[src/rtl/des_key_pkg.sv]
// Shared types, shift schedule, PC-1 wiring and 28-bit rotate helpers for the DES key sequencer.
package des_key_pkg;

  typedef logic [27:0] half_key_t;
  typedef logic [47:0] subkey_t;

  localparam logic [15:0] DES_SHIFTS = 16'h7EFC;

  typedef enum logic {KS_IDLE, KS_RUN} ks_state_e;

  // DES bit numbers (1 = MSB of the 64-bit key) feeding C and D, first entry = C/D bit 1
  localparam int PC1_C_TAB [28] = '{57, 49, 41, 33, 25, 17,  9,  1, 58, 50, 42, 34, 26, 18,
                                    10,  2, 59, 51, 43, 35, 27, 19, 11,  3, 60, 52, 44, 36};
  localparam int PC1_D_TAB [28] = '{63, 55, 47, 39, 31, 23, 15,  7, 62, 54, 46, 38, 30, 22,
                                    14,  6, 61, 53, 45, 37, 29, 21, 13,  5, 28, 20, 12,  4};

  function automatic half_key_t pc1_c(input logic [63:0] key);
    half_key_t r;
    r = '0;
    for (int i = 0; i < 28; i++) r[5'(27 - i)] = key[6'(64 - PC1_C_TAB[i])];
    return r;
  endfunction

  function automatic half_key_t pc1_d(input logic [63:0] key);
    half_key_t r;
    r = '0;
    for (int i = 0; i < 28; i++) r[5'(27 - i)] = key[6'(64 - PC1_D_TAB[i])];
    return r;
  endfunction

  function automatic half_key_t rotl28(input half_key_t x, input logic two);
    return two ? {x[25:0], x[27:26]} : {x[26:0], x[27]};
  endfunction

  function automatic half_key_t rotr28(input half_key_t x, input logic two);
    return two ? {x[1:0], x[27:2]} : {x[0], x[27:1]};
  endfunction

endpackage

[src/rtl/des_key_sequencer_permute_out.sv]
// PC-2 compression of the 56-bit C/D state into a 48-bit round subkey.
// Pure wiring: zero latency, no flow control.
module permute_out (
  input  logic [55:0] cd,
  output logic [47:0] subkey
);

  // CD bit numbers (1 = cd[55]) selected for subkey bits 1..48
  localparam int PC2_TAB [48] = '{14, 17, 11, 24,  1,  5,  3, 28, 15,  6, 21, 10,
                                  23, 19, 12,  4, 26,  8, 16,  7, 27, 20, 13,  2,
                                  41, 52, 31, 37, 47, 55, 30, 40, 51, 45, 33, 48,
                                  44, 49, 39, 56, 34, 53, 46, 42, 50, 36, 29, 32};

  always_comb begin
    subkey = '0;
    for (int i = 0; i < 48; i++) subkey[6'(47 - i)] = cd[6'(56 - PC2_TAB[i])];
  end

endmodule

[src/rtl/des_key_sequencer.sv]
// Iterative DES subkey sequencer: first subkey 1 cycle after accept, one round per sk_valid/sk_ready
// handshake, holds under backpressure. Optional DES_KEY_ZEROIZE_EN wipes C/D at job end or abort.
module des_key_sequencer
  import des_key_pkg::*;
#(
  parameter logic [15:0] SHIFT_SCHEDULE = DES_SHIFTS,
  parameter int          ROUNDS         = 16
) (
  input  logic        clk,
  input  logic        reset,
  input  logic        start,
  input  logic [63:0] key_in,
  input  logic        decrypt,
  input  logic        abort,
  output logic        busy,
  output logic        sk_valid,
  input  logic        sk_ready,
  output logic [47:0] subkey,
  output logic [3:0]  sk_round,
  output logic        sk_last,
  output logic        done
);

  localparam logic [3:0] LAST_CNT = 4'(ROUNDS - 1);

  ks_state_e state;
  half_key_t c, d;
  half_key_t c_next, d_next, load_c, load_d;
  logic [3:0] cnt;
  logic       dec;
  logic       enc_two, dec_two, last;

  assign last    = (cnt == LAST_CNT);
  // Encrypt looks one round ahead; past round 15 there is no next subkey to form.
  assign enc_two = (cnt != 4'd15) && SHIFT_SCHEDULE[cnt + 4'd1];
  assign dec_two = SHIFT_SCHEDULE[4'd15 - cnt];

  assign c_next = dec ? rotr28(c, dec_two) : rotl28(c, enc_two);
  assign d_next = dec ? rotr28(d, dec_two) : rotl28(d, enc_two);

  // Decrypt starts at K16, whose cumulative rotation of 28 leaves PC-1 unchanged.
  assign load_c = decrypt ? pc1_c(key_in) : rotl28(pc1_c(key_in), 1'b0);
  assign load_d = decrypt ? pc1_d(key_in) : rotl28(pc1_d(key_in), 1'b0);

  always_ff @(posedge clk) begin
    if (reset) begin
      state <= KS_IDLE;
      c     <= '0;
      d     <= '0;
      cnt   <= '0;
      dec   <= 1'b0;
      done  <= 1'b0;
    end else begin
      done <= 1'b0;
      case (state)
        KS_IDLE: begin
          if (start && !abort) begin
            c     <= load_c;
            d     <= load_d;
            dec   <= decrypt;
            cnt   <= '0;
            state <= KS_RUN;
          end
`ifdef DES_KEY_ZEROIZE_EN
          else begin
            c   <= '0;
            d   <= '0;
            dec <= 1'b0;
          end
`endif
        end
        KS_RUN: begin
          if (abort) begin
            state <= KS_IDLE;
`ifdef DES_KEY_ZEROIZE_EN
            c   <= '0;
            d   <= '0;
            dec <= 1'b0;
`endif
          end else if (sk_ready) begin
            cnt <= cnt + 4'd1;
            c   <= c_next;
            d   <= d_next;
            if (last) begin
              state <= KS_IDLE;
              done  <= 1'b1;
`ifdef DES_KEY_ZEROIZE_EN
              c   <= '0;
              d   <= '0;
              dec <= 1'b0;
`endif
            end
          end
        end
        default: state <= KS_IDLE;
      endcase
    end
  end

  assign busy     = (state == KS_RUN);
  assign sk_valid = (state == KS_RUN);
  assign sk_last  = (state == KS_RUN) && last;
  assign sk_round = dec ? (4'd15 - cnt) : cnt;

  permute_out u_pc2 (
    .cd     ({c, d}),
    .subkey (subkey)
  );

endmodule
[config.mk]
export PLATFORM = sky130hd
export DESIGN_NAME = des_key_sequencer
export DESIGN_NICKNAME = d
export VERILOG_FILES = /design/src/rtl/des_key_pkg.sv /design/src/rtl/des_key_sequencer_permute_out.sv /design/src/rtl/des_key_sequencer.sv
export SDC_FILE = /design/constraint.sdc
export NUM_CORES = 1
export LEC_CHECK = 0
export ABC_AREA = 1
export CAP_MARGIN = 20
export CORE_MARGIN = 2
export CORE_UTILIZATION = 30
export CTS_CLUSTER_DIAMETER = 100
export DETAILED_ROUTE_END_ITERATION = 10
export PLACE_DENSITY = 0.56
export SLEW_MARGIN = 20
export SYNTH_ARGS = -nofsm -noshare
export SYNTH_HDL_FRONTEND = slang
export SYNTH_SLANG_ARGS = --single-unit
[constraint.sdc]
create_clock -name clk -period 3.7 [get_ports clk]
set_input_delay 0.74 -clock clk [delete_from_list [all_inputs] [get_ports clk]]
set_output_delay 0.74 -clock clk [all_outputs]
set_load 0.02 [all_outputs]
==> run metrics <==
status=complete, no violations; Leak=0.00244 uW; GR Util All Layers=16.8%; Cell variety after synth=28; clk_skew=0.00741 ns; Final min period=2.82 ns; Area Growth Syn to Fin=13.3%; Req. time, crit path=2.96 ns; Hold Buf Count CTS=0; Place WS=1.14 ns; initial core utilization=30.4%; Post-Syn Area per Cell=6.01 sq um; 1st-iter DRT viols=314; WL/cell=13.7 microns; Synth Register Bits=63; RSZ-0062 raised after global routing=false; drt pass-1 iters=5; filler cell count=1782; # diodes=0; worst slew pin tran=1.04 ns; slew margin rel.=30.5%; setup bufs post-CTS=0; fraction of layout cells with a size suffix above 1=5.70%; die width=130 microns; Residual DRC=0; sequential area share after synthesis=26.3%; non-filler instance count after layout=1006; setup violators final=0; initial antenna violation count=0; power per standard cell area=357 nW/um^2; Min Hold Slack=0.474 ns; Mapped Cells=798; io pins=126; CTS H-tree depth=3; die area=17000 sq um; Max FO, Critical Path=7; Final nets=858; drt via density=4.89; clock-pin slew of the registers on the worst-case setup and hold paths=0.06 ns; Post-DRT Antenna Nets=0; storage element area=1260 sq um; clk buf depth=2; largest net degree at the start of global routing=64; first-pass GRT wire length=22.7 mm; maximum VDD drop=0.000223 V; setup TNS=0 ns; cell count after placement=991; Setup CP Type=reg2out; Hold Fails Final Rpt=0; total routed wirelength=13.7 mm; Worst setup SP type=flop; Core Rows=46; period utilisation layout=76.2%; Num CTS Buffers=9; most frequent cells in the layout=nand2_1 (213), a21oi_1 (100), nand3_1 (84); Slew Limit Fails=0; GRT Residual Overflow=0; critical path arrival=2.08 ns; Core Util, Final=34.5%; Worst-Skew Late Latency=0.35 ns; PortBufs=51; Synth area leaders=dfxtp_1 (26%), nand2_1 (17%), a21oi_1 (10%); die height=130 microns; max_cap viols=0; vias in the first global route=4479; Multi-input gate area=2670 sq um; Vias=4918; Post-Syn Area=4800 sq um; clk root buf=clkbuf_16; CP Capture Type=output port; Detail Placement HPWL=8.60 mm; post-synth top area share=26.3%; Warnings, synthesis=0; CTS tree=yes; core area=15800 sq um; clk sinks=63; Fmax=0.355 GHz; hold crit path type=reg2reg; commonest non-fill, non-tap cell in the layout=nand2_1; Placer Congestion=0.748; Post-CTS Resized=0; Synth area leader=dfxtp_1; post-route setup slack=0.880 ns
==> synthesized netlist by cell type <==
library cell / n
nor2_1: 7
o21ai_1: 21
nand4_1: 1
nand3_4: 1
nand3_1: 84
xor2_1: 4
a21oi_1: 100
o211ai_1: 7
a22oi_1: 9
clkinv_1: 1
o32ai_1: 1
clkbuf_1: 24
buf_4: 52
ha_1: 2
o21ai_0: 77
buf_1: 9
nand3b_1: 1
a31oi_1: 6
nand2_2: 2
a21oi_2: 8
nand2_1: 214
inv_2: 5
dfxtp_1: 63
buf_6: 3
inv_1: 76
conb_1: 1
buf_2: 18
clkbuf_2: 1
==> metrics by stage <==
stage / area (sq um) / total power (uW)
after global routing: 5440 / 2030
after detailed placement: 5120 / 1020
after CTS: 5440 / 1960
final: 5440 / 1940
after floorplan: 4880 / 957
after global placement: 5120 / 1020
==> routing by layer <==
metal | part of all wire (%) | GRT usage (%) | wire length (microns) | vias up
met4 | 1.4 | 5.44 | 189 | 0
met3 | 4.5 | 3.09 | 624 | 13
met2 | 47 | 27.4 | 6410 | 108
li1 | - | - | - | 2523
met5 | 0 | 0 | 0 | -
met1 | 47 | 22.5 | 6520 | 2274
==> registers in the layout (all words and copies together) (netlist names) <==
| register | count |
|---|---|
| c | 28 |
| d | 28 |
| cnt | 4 |
| busy | 1 |
| dec | 1 |
| done | 1 |
==> power breakdown <==
| part | total, uW | switching, uW | leakage (uW) | internal (uW) |
|---|---|---|---|---|
| Combinational | 293 | 193 | 0.00178 | 100 |
| Sequential | 718 | 23.4 | 0.000511 | 695 |
| Clock | 930 | 327 | 0.000155 | 602 |
| Total | 1940 | 543 | 0.00244 | 1400 |
==> area by class of cell <==
class / count / area share (%)
clock buffer: 11 / 4.47
clock inverter: 4 / 1.29
inverter: 82 / 5.66
multi-input combinational: 567 / 49.1
sequential: 63 / 23.2
tap: 216 / 4.97
timing repair buffer: 63 / 11.3
==> critical path: stages, from the launching register on <==
cell,delay (ns)
dfxtp_1,0.46
ha_1,0.26
nand3_1,0.22
nor2_1,0.18
clkdlybuf4s50_1,0.62
==> cells by family (layout without fill, tap and decap cells) <==
| logic type | Yosys count | count (layout) | share of synthesized area [%] |
|---|---|---|---|
| AND/OR/NAND/NOR | 310 | 310 | 27.0 |
| AO/OA/AOI/OAI | 229 | 229 | 25.6 |
| buffers and inverters | 189 | 160 | 19.8 |
| flip-flops | 63 | 63 | 26.3 |
| XOR/XNOR | 4 | 4 | 0.730 |
| adder cells (fa/ha/maj) | 2 | 2 | 0.522 |
| other | 1 | 22 | 0.0782 |
==> path summary, 6_finish.rpt <==
kind                              from      end  slack, ns  cells past startpoint
worst max-delay path            cnt[0]  sk_last       0.88                      4
worst min-delay path              d[2]     d[2]       0.47                      2
worst max register to register  cnt[0]     c[0]       1.23                     10
worst min register to register    d[2]     d[2]       0.47                      2
Note: power is estimated with default switching activity, not from simulation.
